### config.mk
export PLATFORM = sky130hd
export DESIGN_NAME = alu_mul_sequencer
export DESIGN_NICKNAME = d
export VERILOG_FILES = /design/src/rtl/alu_mul_sequencer.sv
export SDC_FILE = /design/constraint.sdc
export NUM_CORES = 1
export LEC_CHECK = 0
export ABC_CLOCK_PERIOD_IN_PS = 8700
export CAP_MARGIN = 20
export CORE_MARGIN = 5
export CORE_UTILIZATION = 45
export DETAILED_ROUTE_END_ITERATION = 10
export HOLD_SLACK_MARGIN = 0.05
export PLACE_DENSITY = 0.78
export SYNTH_ARGS = -nofsm -noshare
export SYNTH_HDL_FRONTEND = slang
export SYNTH_SLANG_ARGS = --single-unit
### constraint.sdc
create_clock -name clk -period 8.7 [get_ports clk]
set_input_delay 1.305 -clock clk [delete_from_list [all_inputs] [get_ports clk]]
set_output_delay 1.305 -clock clk [all_outputs]
set_load 0.01 [all_outputs]
### src/rtl/alu_mul_sequencer.sv
// Shift-add multiply sequencer that borrows the shared ALU for ADD/SLL steps.
// Returns the low WIDTH bits of multiplicand * multiplier and stalls the core while active.
module alu_mul_sequencer #(
  parameter int unsigned WIDTH   = 32,
  parameter logic [3:0]  ALU_ADD = 4'b0000,
  parameter logic [3:0]  ALU_SLL = 4'b0101,
  parameter logic [3:0]  ALU_NOP = 4'b1111
) (
  input  logic             clk,
  input  logic             reset,
  input  logic             start_i,
  input  logic [WIDTH-1:0] multiplicand_i,
  input  logic [WIDTH-1:0] multiplier_i,
  input  logic [WIDTH-1:0] alu_result_i,
  output logic             alu_sel_o,
  output logic [WIDTH-1:0] alu_a_o,
  output logic [WIDTH-1:0] alu_b_o,
  output logic [3:0]       alu_op_o,
  output logic             busy_o,
  output logic             done_o,
  output logic [WIDTH-1:0] result_o
);

  localparam int unsigned CNT_W = $clog2(WIDTH + 1);

  typedef enum logic [2:0] {
    S_IDLE,
    S_CHECK,
    S_ADD,
    S_SHIFT,
    S_DONE
  } state_t;

  state_t           state_q, state_d;
  logic [WIDTH-1:0] p_q, p_d;
  logic [WIDTH-1:0] m_q, m_d;
  logic [WIDTH-1:0] q_q, q_d;
  logic [CNT_W-1:0] count_q, count_d;
  logic [WIDTH-1:0] result_q, result_d;
  logic             alu_sel_q, alu_sel_d;
  logic [WIDTH-1:0] alu_a_q, alu_a_d;
  logic [WIDTH-1:0] alu_b_q, alu_b_d;
  logic [3:0]       alu_op_q, alu_op_d;
  logic             busy_q, busy_d;
  logic             done_q, done_d;

  // Next-state and datapath update for the shift-add iteration.
  always_comb begin
    state_d  = state_q;
    p_d      = p_q;
    m_d      = m_q;
    q_d      = q_q;
    count_d  = count_q;
    result_d = result_q;

    case (state_q)
      S_IDLE: begin
        if (start_i) begin
          p_d     = '0;
          m_d     = multiplicand_i;
          q_d     = multiplier_i;
          count_d = '0;
          state_d = S_CHECK;
        end
      end
      S_CHECK: begin
        if ((q_q == '0) || (count_q == CNT_W'(WIDTH))) begin
          state_d = S_DONE;
        end else if (q_q[0]) begin
          state_d = S_ADD;
        end else begin
          state_d = S_SHIFT;
        end
      end
      S_ADD: begin
        p_d     = alu_result_i;
        state_d = S_SHIFT;
      end
      S_SHIFT: begin
        m_d     = alu_result_i;
        q_d     = q_q >> 1;
        count_d = count_q + CNT_W'(1);
        state_d = S_CHECK;
      end
      S_DONE: begin
        result_d = p_q;
        state_d  = S_IDLE;
      end
      default: state_d = S_IDLE;
    endcase
  end

  // Outputs are decoded from the upcoming state so they register cleanly yet line up
  // with the cycle in which the sequencer owns the ALU.
  always_comb begin
    alu_sel_d = 1'b0;
    alu_op_d  = ALU_NOP;
    alu_a_d   = '0;
    alu_b_d   = '0;
    busy_d    = (state_d != S_IDLE);
    done_d    = (state_d == S_DONE);

    case (state_d)
      S_ADD: begin
        alu_sel_d = 1'b1;
        alu_op_d  = ALU_ADD;
        alu_a_d   = p_d;
        alu_b_d   = m_d;
      end
      S_SHIFT: begin
        alu_sel_d = 1'b1;
        alu_op_d  = ALU_SLL;
        alu_a_d   = m_d;
        alu_b_d   = WIDTH'(1);
      end
      default: ;
    endcase
  end

  always_ff @(posedge clk or posedge reset) begin
    if (reset) begin
      state_q   <= S_IDLE;
      p_q       <= '0;
      m_q       <= '0;
      q_q       <= '0;
      count_q   <= '0;
      result_q  <= '0;
      alu_sel_q <= 1'b0;
      alu_op_q  <= ALU_NOP;
      alu_a_q   <= '0;
      alu_b_q   <= '0;
      busy_q    <= 1'b0;
      done_q    <= 1'b0;
    end else begin
      state_q   <= state_d;
      p_q       <= p_d;
      m_q       <= m_d;
      q_q       <= q_d;
      count_q   <= count_d;
      result_q  <= result_d;
      alu_sel_q <= alu_sel_d;
      alu_op_q  <= alu_op_d;
      alu_a_q   <= alu_a_d;
      alu_b_q   <= alu_b_d;
      busy_q    <= busy_d;
      done_q    <= done_d;
    end
  end

  assign alu_sel_o = alu_sel_q;
  assign alu_op_o  = alu_op_q;
  assign alu_a_o   = alu_a_q;
  assign alu_b_o   = alu_b_q;
  assign busy_o    = busy_q;
  assign done_o    = done_q;
  assign result_o  = result_q;

endmodule

==> run summary <==
routed len/inst: 21.43 um
fin crit period: 3310 ps
routability cong.: 0.7822
Slew headroom: 31.68%
hold_buf cts: 0
commonest non-fill, non-tap cell in the layout: dfrtp_1
Finished Layout Cells: 1066
final setup margin: 5390 ps
Mapped Area: 8234 sq um
setup TNS: 0 ps
Die W: 145.3 um
CP arrival: 3630 ps
clock latency on the worst-skew pair: 500 ps
via count: 6094
Setup-failing EPs final: 0
combinational power share: 42.5%
Crit Path Category: input port to flip-flop
core region area: 17960 sq um
initial drt markers: 526
largest net degree at the start of global routing: 140
CP max-delay cell: buf_4
status: completed
RSZ-0062 raised after global routing: false
Post-CTS Setup Inserts: 0
final core utilization: 62.34%
CP endpoint kind: flip-flop
worst slack, placed: 4890 ps
fin. max-slew vios: 0
Final Hold Viols: 0
Worst Path Required: 9020 ps
area post-placement: 10370 sq um
first-pass GRT wire length: 36140 um
most frequent cells in the layout: 204 x dfrtp_1, 201 x clkdlybuf4s50_1, 67 x inv_1
Clk Tree Root Cell: clkbuf_16
clock group share of total power: 23.2%
Distinct cells, synth: 41
Mapped Cells: 642
CP Launch Type: input port
Pint: 2.787 mW
vias in the first global route: 6331
Ys Warns: 0
DR DRC count: 0
switching power: 1.664 mW
Die ar.: 21100 sq um
initial antenna violation count: 0
Post-Layout Inst Area: 11200 sq um
ANT cells: 0
routed vias/inst: 5.717
Power Total: 4.452 mW
Starting Density: 45.84%
critical-path cell list: clkdlybuf4s50_1, nor4b_4, nor2_1, or2_2, o21ai_4, buf_4, a221oi_1
number of I/O port buffers: 201
Leak: 5.199 nW
Period Utilization, post-route: 38.05%
drt pass-1 iters: 5
layout cells sized above 1: 14.58%
Hold WS: 485.1 ps
Post-Syn Nets: 743
remaining antenna violation count after routing: 0
slowest stage delay, CP: 670 ps
number of gates resized after CTS: 0
Seq pwr share: 34.3%
Num CTS Buffers: 22
Hold Path Class: flip-flop to flip-flop
routed wire length: 22840 um
switching share of power: 37.39%
CTS Buffer Depth: 3
Syn Area/Cell: 12.83 sq um
Placed Instances: 1025
DP Wirelength: 13870 um
Max Clock Skew: 10.12 ps
# nets final: 922
Tot GR Track Use: 20.98%
synthesized flop and latch total: 206
H-tree depth: 1
CP max FO: 64
die height: 145.3 um
# rows: 49
max cap viols: 0
TritonCTS clock tree: built
Max Freq: 0.3021 GHz
Worst-Margin Slew: 1022 ps
Area growth syn-to-layout: 36.00%
P per Cell Area: 397.5 nW/um^2
Clk pin slew, worst setup/hold paths: 60 ps
clk sink count: 206
register area share after synthesis: 62.63%
Peak VDD IR: 0.0002815 V
grt ovf: 0
I/O Pins: 202
## registers in the layout (all words and copies together), names as in the netlist, 2 cells and up
signal	flops
alu_a_o	32
alu_b_o	32
m_q	32
p_q	32
q_q	32
result_o	32
count_q	6
state_q	3
alu_op_o	2
## final timing paths
kind	end	from	depth (start not counted)	slack, ps
min in group asynchronous	p_q[4]	reset	2	1380
max in group asynchronous	count_q[4]	reset	3	5810
max	alu_a_o[1]	start_i	7	5390
min	count_q[5]	count_q[5]	1	490
max reg2reg	alu_a_o[29]	state_q[1]	5	6020
min reg2reg	count_q[5]	count_q[5]	1	490
## area by class of cell
| type | count | area, sq um |
|---|---|---|
| fillers | 1436 | 6765 |
| flip-flops and latches | 206 | 5157 |
| multi-input cells | 313 | 2589 |
| repair buffers | 210 | 2092 |
| clock buffers | 27 | 610.6 |
| well taps | 229 | 286.5 |
| inverters | 68 | 262.8 |
| clock inverters | 13 | 200.2 |
## Yosys cell counts
master / n / area share (%)
a211oi_1: 1 / 0.091
a21o_1: 2 / 0.18
a21oi_1: 2 / 0.12
a221oi_1: 35 / 3.7
a221oi_2: 28 / 5.1
a222oi_1: 32 / 3.9
a22o_1: 34 / 3.6
a31oi_1: 1 / 0.076
and2_1: 33 / 2.5
and2b_1: 2 / 0.18
and4_1: 2 / 0.21
and4b_1: 1 / 0.12
buf_1: 9 / 0.41
buf_12: 2 / 0.49
buf_2: 10 / 0.61
buf_4: 2 / 0.18
buf_6: 1 / 0.14
buf_8: 1 / 0.18
clkbuf_1: 30 / 1.4
dfrtp_1: 204 / 62
dfstp_2: 2 / 0.64
ha_1: 2 / 0.30
inv_1: 68 / 3.1
mux2_2: 32 / 4.4
mux2i_1: 1 / 0.12
nand2_1: 6 / 0.27
nand2b_1: 1 / 0.076
nand3_1: 3 / 0.18
nand3b_1: 1 / 0.091
nand4_1: 1 / 0.076
nor2_1: 41 / 1.9
nor3_1: 34 / 2.1
nor4_1: 8 / 0.61
nor4b_2: 1 / 0.18
o21ai_0: 3 / 0.18
o21ai_1: 1 / 0.061
o21ai_4: 1 / 0.20
or2_1: 1 / 0.076
or2_2: 1 / 0.076
or2_4: 1 / 0.11
or3b_4: 1 / 0.14
## power by group through the flow
stage,registers (mW),logic [mW],clock network [mW]
2_1_floorplan,1.55,1.18,0
4_1_cts,1.53,1.90,1.05
3_3_place_gp,1.53,1.84,0
3_5_place_dp,1.54,1.88,0
5_1_grt,1.57,2.05,1.09
6_report,1.53,1.89,1.03
## metal layers
layer	part of all wire (%)	track usage (%)
met1	42	29.02
met2	49	34.62
met3	6.8	4.116
met4	1.8	4.757
met5	0	0
## kinds of logic after synthesis
logic type | share of synthesized area (%)
AOI/OAI and AO/OA | 17.25
adders and majority gates | 0.3039
buffers and inverters | 6.473
DFF | 62.63
muxes | 4.498
and+or+nand+nor | 8.844
## critical path, delay by kind of cell
kind / cells / cell delay, ps
buffers and inverters: 2 / 1230
AND/OR/NAND/NOR: 3 / 700
AO/OA/AOI/OAI: 2 / 290
(Power assumes the default switching activity.)
